<file path="src/rtl/fcmp_operand_unpack.sv">
// Operand unpacker for the FP compare unit: decodes two NaN-boxed operands into
// sign / rebiased exponent / hidden-bit mantissa / class flags behind a 2-entry elastic buffer.
`timescale 1ns/1ps

module fcmp_operand_unpack #(
  parameter int FLEN     = 64,
  parameter int NE       = 11,
  parameter int NF       = 52,
  parameter int NE1      = 8,
  parameter int NF1      = 23,
  parameter int BIAS_ADJ = 896
) (
  input  logic            clk,
  input  logic            reset,
  input  logic            Flush,
  input  logic            InValid,
  output logic            InReady,
  input  logic            Fmt,
  input  logic [FLEN-1:0] X,
  input  logic [FLEN-1:0] Y,
  output logic            OutValid,
  input  logic            OutReady,
  output logic            Xs,
  output logic            Ys,
  output logic [NE-1:0]   Xe,
  output logic [NE-1:0]   Ye,
  output logic [NF:0]     Xm,
  output logic [NF:0]     Ym,
  output logic            XZero,
  output logic            YZero,
  output logic            XInf,
  output logic            YInf,
  output logic            XNaN,
  output logic            YNaN,
  output logic            XSNaN,
  output logic            YSNaN,
  output logic            XSubnorm,
  output logic            YSubnorm,
  output logic            OutFmt
);

  localparam int SW = 1 + NE1 + NF1;  // single-precision container width

  typedef struct packed {
    logic          s;
    logic [NE-1:0] e;
    logic [NF:0]   m;
    logic          zero;
    logic          subnorm;
    logic          inf;
    logic          nan;
    logic          snan;
  } operand_t;

  typedef struct packed {
    operand_t x;
    operand_t y;
    logic     fmt;
  } entry_t;

  typedef enum logic [1:0] {EMPTY, ONE, TWO} state_t;

  function automatic operand_t unpack_op(input logic [FLEN-1:0] raw, input logic dbl);
    operand_t       o;
    logic [NE-1:0]  e_biased;
    logic [NE1-1:0] e1;
    logic [NF-1:0]  f;
    logic           sign;
    logic           e_zero;
    logic           e_ones;
    logic           f_zero;
    o        = '0;
    e1       = raw[NE1+NF1-1 -: NE1];
    e_biased = '0;
    f        = '0;
    sign     = 1'b0;
    e_zero   = 1'b0;
    e_ones   = 1'b0;
    if (dbl) begin
      sign     = raw[FLEN-1];
      e_biased = raw[FLEN-2 -: NE];
      f        = raw[NF-1:0];
      e_zero   = (e_biased == '0);
      e_ones   = &e_biased;
    end else begin
      sign     = raw[SW-1];
      e_biased = {{(NE-NE1){1'b0}}, e1} + NE'(BIAS_ADJ);
      f        = {raw[NF1-1:0], {(NF-NF1){1'b0}}};
      e_zero   = (e1 == '0);
      e_ones   = &e1;
    end
    f_zero = (f == '0);

    if (!dbl && !(&raw[FLEN-1:SW])) begin
      // An unboxed single reads as the canonical quiet NaN.
      o.e   = '1;
      o.m   = {2'b11, {(NF-1){1'b0}}};
      o.nan = 1'b1;
    end else begin
      o.s       = sign;
      o.e       = e_zero ? '0 : (e_ones ? '1 : e_biased);
      o.m       = {!e_zero, f};
      o.zero    = e_zero & f_zero;
      o.subnorm = e_zero & !f_zero;
      o.inf     = e_ones & f_zero;
      o.nan     = e_ones & !f_zero;
      o.snan    = e_ones & !f_zero & !f[NF-1];
    end
    return o;
  endfunction

  entry_t dec_in;
  entry_t main_q;
  entry_t skid_q;
  state_t state;
  logic   in_ready_q;
  logic   out_valid_q;
  logic   in_xfer;
  logic   out_xfer;

  always_comb begin
    dec_in.x   = unpack_op(X, Fmt);
    dec_in.y   = unpack_op(Y, Fmt);
    dec_in.fmt = Fmt;
  end

  assign in_xfer  = InValid & in_ready_q;
  assign out_xfer = out_valid_q & OutReady;

  // NOTE: every register here uses <= so all slots see the same pre-edge values;
  // the skid and main data are cleared on reset because their reset value is observable.
  always_ff @(posedge clk) begin
    if (!reset) begin
      state       <= EMPTY;
      main_q      <= '0;
      skid_q      <= '0;
      out_valid_q <= 1'b0;
      in_ready_q  <= 1'b1;
    end else if (Flush) begin
      state       <= EMPTY;
      out_valid_q <= 1'b0;
      in_ready_q  <= 1'b1;
    end else begin
      case (state)
        EMPTY: begin
          if (in_xfer) begin
            main_q      <= dec_in;
            state       <= ONE;
            out_valid_q <= 1'b1;
          end
        end
        ONE: begin
          if (in_xfer && !out_xfer) begin
            skid_q     <= dec_in;
            state      <= TWO;
            in_ready_q <= 1'b0;
          end else if (out_xfer && !in_xfer) begin
            state       <= EMPTY;
            out_valid_q <= 1'b0;
          end else if (in_xfer && out_xfer) begin
            main_q <= dec_in;
          end
        end
        TWO: begin
          if (out_xfer) begin
            main_q     <= skid_q;
            state      <= ONE;
            in_ready_q <= 1'b1;
          end
        end
        default: begin
          state       <= EMPTY;
          out_valid_q <= 1'b0;
          in_ready_q  <= 1'b1;
        end
      endcase
    end
  end

  assign InReady  = in_ready_q;
  assign OutValid = out_valid_q;
  assign OutFmt   = main_q.fmt;
  assign Xs       = main_q.x.s;
  assign Xe       = main_q.x.e;
  assign Xm       = main_q.x.m;
  assign XZero    = main_q.x.zero;
  assign XSubnorm = main_q.x.subnorm;
  assign XInf     = main_q.x.inf;
  assign XNaN     = main_q.x.nan;
  assign XSNaN    = main_q.x.snan;
  assign Ys       = main_q.y.s;
  assign Ye       = main_q.y.e;
  assign Ym       = main_q.y.m;
  assign YZero    = main_q.y.zero;
  assign YSubnorm = main_q.y.subnorm;
  assign YInf     = main_q.y.inf;
  assign YNaN     = main_q.y.nan;
  assign YSNaN    = main_q.y.snan;

endmodule

</file>
<file path="config.mk">
export PLATFORM = sky130hd
export DESIGN_NAME = fcmp_operand_unpack
export DESIGN_NICKNAME = d
export VERILOG_FILES = /design/src/rtl/fcmp_operand_unpack.sv
export SDC_FILE = /design/constraint.sdc
export NUM_CORES = 1
export LEC_CHECK = 0
export ABC_AREA = 1
export BUFFER_PORTS_ARGS = -buffer_cell sky130_fd_sc_hd__buf_2
export CORE_MARGIN = 4
export CORE_UTILIZATION = 30
export CTS_CLUSTER_SIZE = 8
export DETAILED_ROUTE_END_ITERATION = 16
export GPL_TIMING_DRIVEN = 0
export REMOVE_ABC_BUFFERS = 1
export SLEW_MARGIN = 15
export SYNTH_ARGS = -nofsm -noshare
export SYNTH_HDL_FRONTEND = slang
export SYNTH_SLANG_ARGS = --single-unit
</file>
<file path="constraint.sdc">
create_clock -name clk -period 2.9 [get_ports clk]
set_input_delay 0.29 -clock clk [delete_from_list [all_inputs] [get_ports clk]]
set_output_delay 0.29 -clock clk [all_outputs]
set_load 0.1 [all_outputs]
</file>
==> results.toml <==
[critical_path]
path_cells = "nand2_8, nor2_1, nor3_4, nand2_8, buf_16, inv_16, clkbuf_16, o21ai_0, a21oi_1"
worst_path_most_repeated_cell = "nand2_8"
r2r_slack_ps = 150
critPathLaunchType = "register"
cp_slowest_cell = "dfxtp_1"
required_ps = 3320
crit_type = "register to register"
cpPeakStageDelay_ps = 600
path_buf_inv = 3
worstPathArrival_ps = 3170
critPathCaptureType = "register"
path_delay_family = "simple AND/OR/NAND/NOR gates"
path_max_fanout = 50

[timing]
max_freq_ghz = 0.364
setup_viol = 0
period_minus_slack_ps = 2750
rsz0062_at_grt = "false"
fin_ws_ps = 152
min_period_over_period_pct = 94.8
max-slew-margin-rel_pct = 47.5
hold_violations = 0
drv_slew = 0
clock_skew_ps = 7.38
worst_slew_pin_slew_ps = 787

[detailed_routing]
wirelength_um = 50300
dr.pass1.iters = 5
vias = 14400
drtIter0Drc = 1088
via_per_inst = 5.21
drc_errors = 0
ant_nets = 0
drt-wirelength-per-cell_um = 18.2

[logic_synthesis]
syn-cell-area_um2 = 13500
ys_seq_area_share_pct = 42.6
synth_top_flop_cell = "dfxtp_1"
syn_inst = 1974
synth_warnings = 0
syn_avg_cell_area_um2 = 6.81
synth_edf_count = 0
ys_types = 29
async_reset_ff_share_pct = 0
ys_seq_elements = 286

[placed_design]
gp_congestion = 0.893
place_ws_ps = -758
dp.final_hpwl_um = 31400
io_buffer_count = 276

[floorplanning]
die_w_um = 220
fp-row-count = 77
core_area_um2 = 44300
start_util_pct = 30.4
ios = 277
die_area_um2 = 48300
die_y_um = 220

[clock_tree]
cts_buffers = 41
clk_latency_ps = 530
clock-sinks = 286
clk_path_buf_depth = 3
path_clk_slew_ps = 50
cts_tree = "yes"
root_buffer = "clkbuf_16"
cts-htree-levels = 2

[global_routing]
grt_pass1_wl_um = 76100
grt_overflow_total = 0
track_usage_pct = 19.6
grt_pass1_vias = 13700
grt_antenna_before_repair = 5
grt_max_degree = 121

[power_and_ir_drop]
ir_worst_vdd_mv = 0.357
power.leakage_nw = 7.80
power_density_nw_per_um2 = 672

[cells_and_area]
syn_to_final_growth_pct = 22.6
final_nets = 2301
drive_above_1_share_pct = 17.3
final_core_util_pct = 37.2

[outcome]
status = "completed"

[job]
cap_viol_max_count = 0

[min_path]
hold_path_class = "input pin to register"
[placed cells by master, fill, tap and decap left out, types with 11 or more instances in the layout]
cell type and instances:
clkbuf_16 43, a211oi_1 58, a21oi_1 284, o21ai_1 13
inv_1 84, nor2_1 229, nand2_1 444, nand4_1 19
nand2_2 11, buf_2 274, o21ai_0 291, dfxtp_1 286
nand3_1 52, buf_16 12
[metrics by stage]
stage | power, W | setup TNS (ps) | std cells | instance area, um^2 | hold slack, ps
2_1_floorplan | 0.00625 | -1582390 | 1819 | 12700 | 428
3_3_place_gp | 0.00693 | -3062840 | 2687 | 14800 | 471
3_5_place_dp | 0.00693 | -72290 | 2703 | 15300 | 474
4_1_cts | 0.0112 | 0 | 2751 | 16400 | 29.3
5_1_grt | 0.0116 | 0 | 2756 | 16500 | 52.1
6_report | 0.0111 | 0 | 2757 | 16500 | 67.1
[cell usage after synthesis, types with 2 or more instances]
library cell	instances	area share [%]
a211oi_1	58	3.2
a21oi_1	284	11
buf_1	13	0.36
buf_2	55	2.0
buf_4	9	0.50
buf_6	9	0.75
clkbuf_1	69	1.9
dfxtp_1	286	43
ha_1	3	0.28
inv_1	87	2.4
inv_2	6	0.17
nand2_1	447	12
nand2_2	10	0.47
nand3_1	52	1.9
nand3b_1	2	0.11
nand4_1	19	0.88
nor2_1	230	6.4
nor2_2	2	0.093
nor2_4	2	0.17
nor3_1	10	0.37
nor4_1	5	0.23
o211ai_1	7	0.39
o21ai_0	291	11
o21ai_1	13	0.48
[final cells by class]
class | count | area [um^2]
well taps | 592 | 741
inverters | 93 | 373
fillers | 4716 | 27800
multi-input cells | 1443 | 6710
flip-flops and latches | 286 | 5730
repair buffers | 298 | 1900
clock buffers | 43 | 1030
diodes | 1 | 2.50
repair inverters | 1 | 8.76
[worst reg2reg max path: stages (launching register included)]
cell       delay, ps
dfxtp_1          600
nand2_8          300
nor2_1           370
nor3_4           120
nand2_8          210
buf_16           300
inv_16           140
clkbuf_16        340
o21ai_0          200
a21oi_1           60
[cells by family after synthesis]
kind of cell             after synthesis  synth area share (%)
flip-flops                           286                  42.6
buffers and inverters                248                  8.19
AND/OR/NAND/NOR                      782                  23.4
AO/OA/AOI/OAI                        655                  25.6
adder cells (fa/ha/maj)                3                 0.279
[worst paths after layout]
path | endpoint | cells after the start | start
worst max-delay path | Ym[38] | 9 | state[1]
worst min-delay path | skid_q[21] | 3 | Y[15]
worst max register to register | Ym[38] | 9 | state[1]
worst min register to register | OutFmt | 2 | skid_q[0]
[flip-flops by register name (all words and copies together), names as in the netlist, 2 cells and up]
register	count
skid_q	141
Xm	53
Ye	11
Xe	11
Ym	53
state	2
[layer usage]
metal	global-route usage, %	routed length, um	vias to the layer above
li1	-	-	6977
met1	25.8	22400	6672
met2	31.3	22300	630
met3	5.03	4520	87
met4	6.51	1070	10
met5	0	53	-
[report_power, final]
part / total (W) / internal [W] / leakage, nW / switching (W)
Combinational: 0.00266 / 0.000507 / 4.96 / 0.00215
Sequential: 0.00428 / 0.00417 / 2.33 / 0.000112
Clock: 0.00415 / 0.00247 / 0.508 / 0.00168
[timing repair]
action,in CTS,in global routing
hold buffers,0,0
pin swaps,3,2
gates resized for setup,5,3
setup buffers,1,1
setup endpoints to repair,141,93
cloned,4,4
Power figures use the tool's default switching activity.
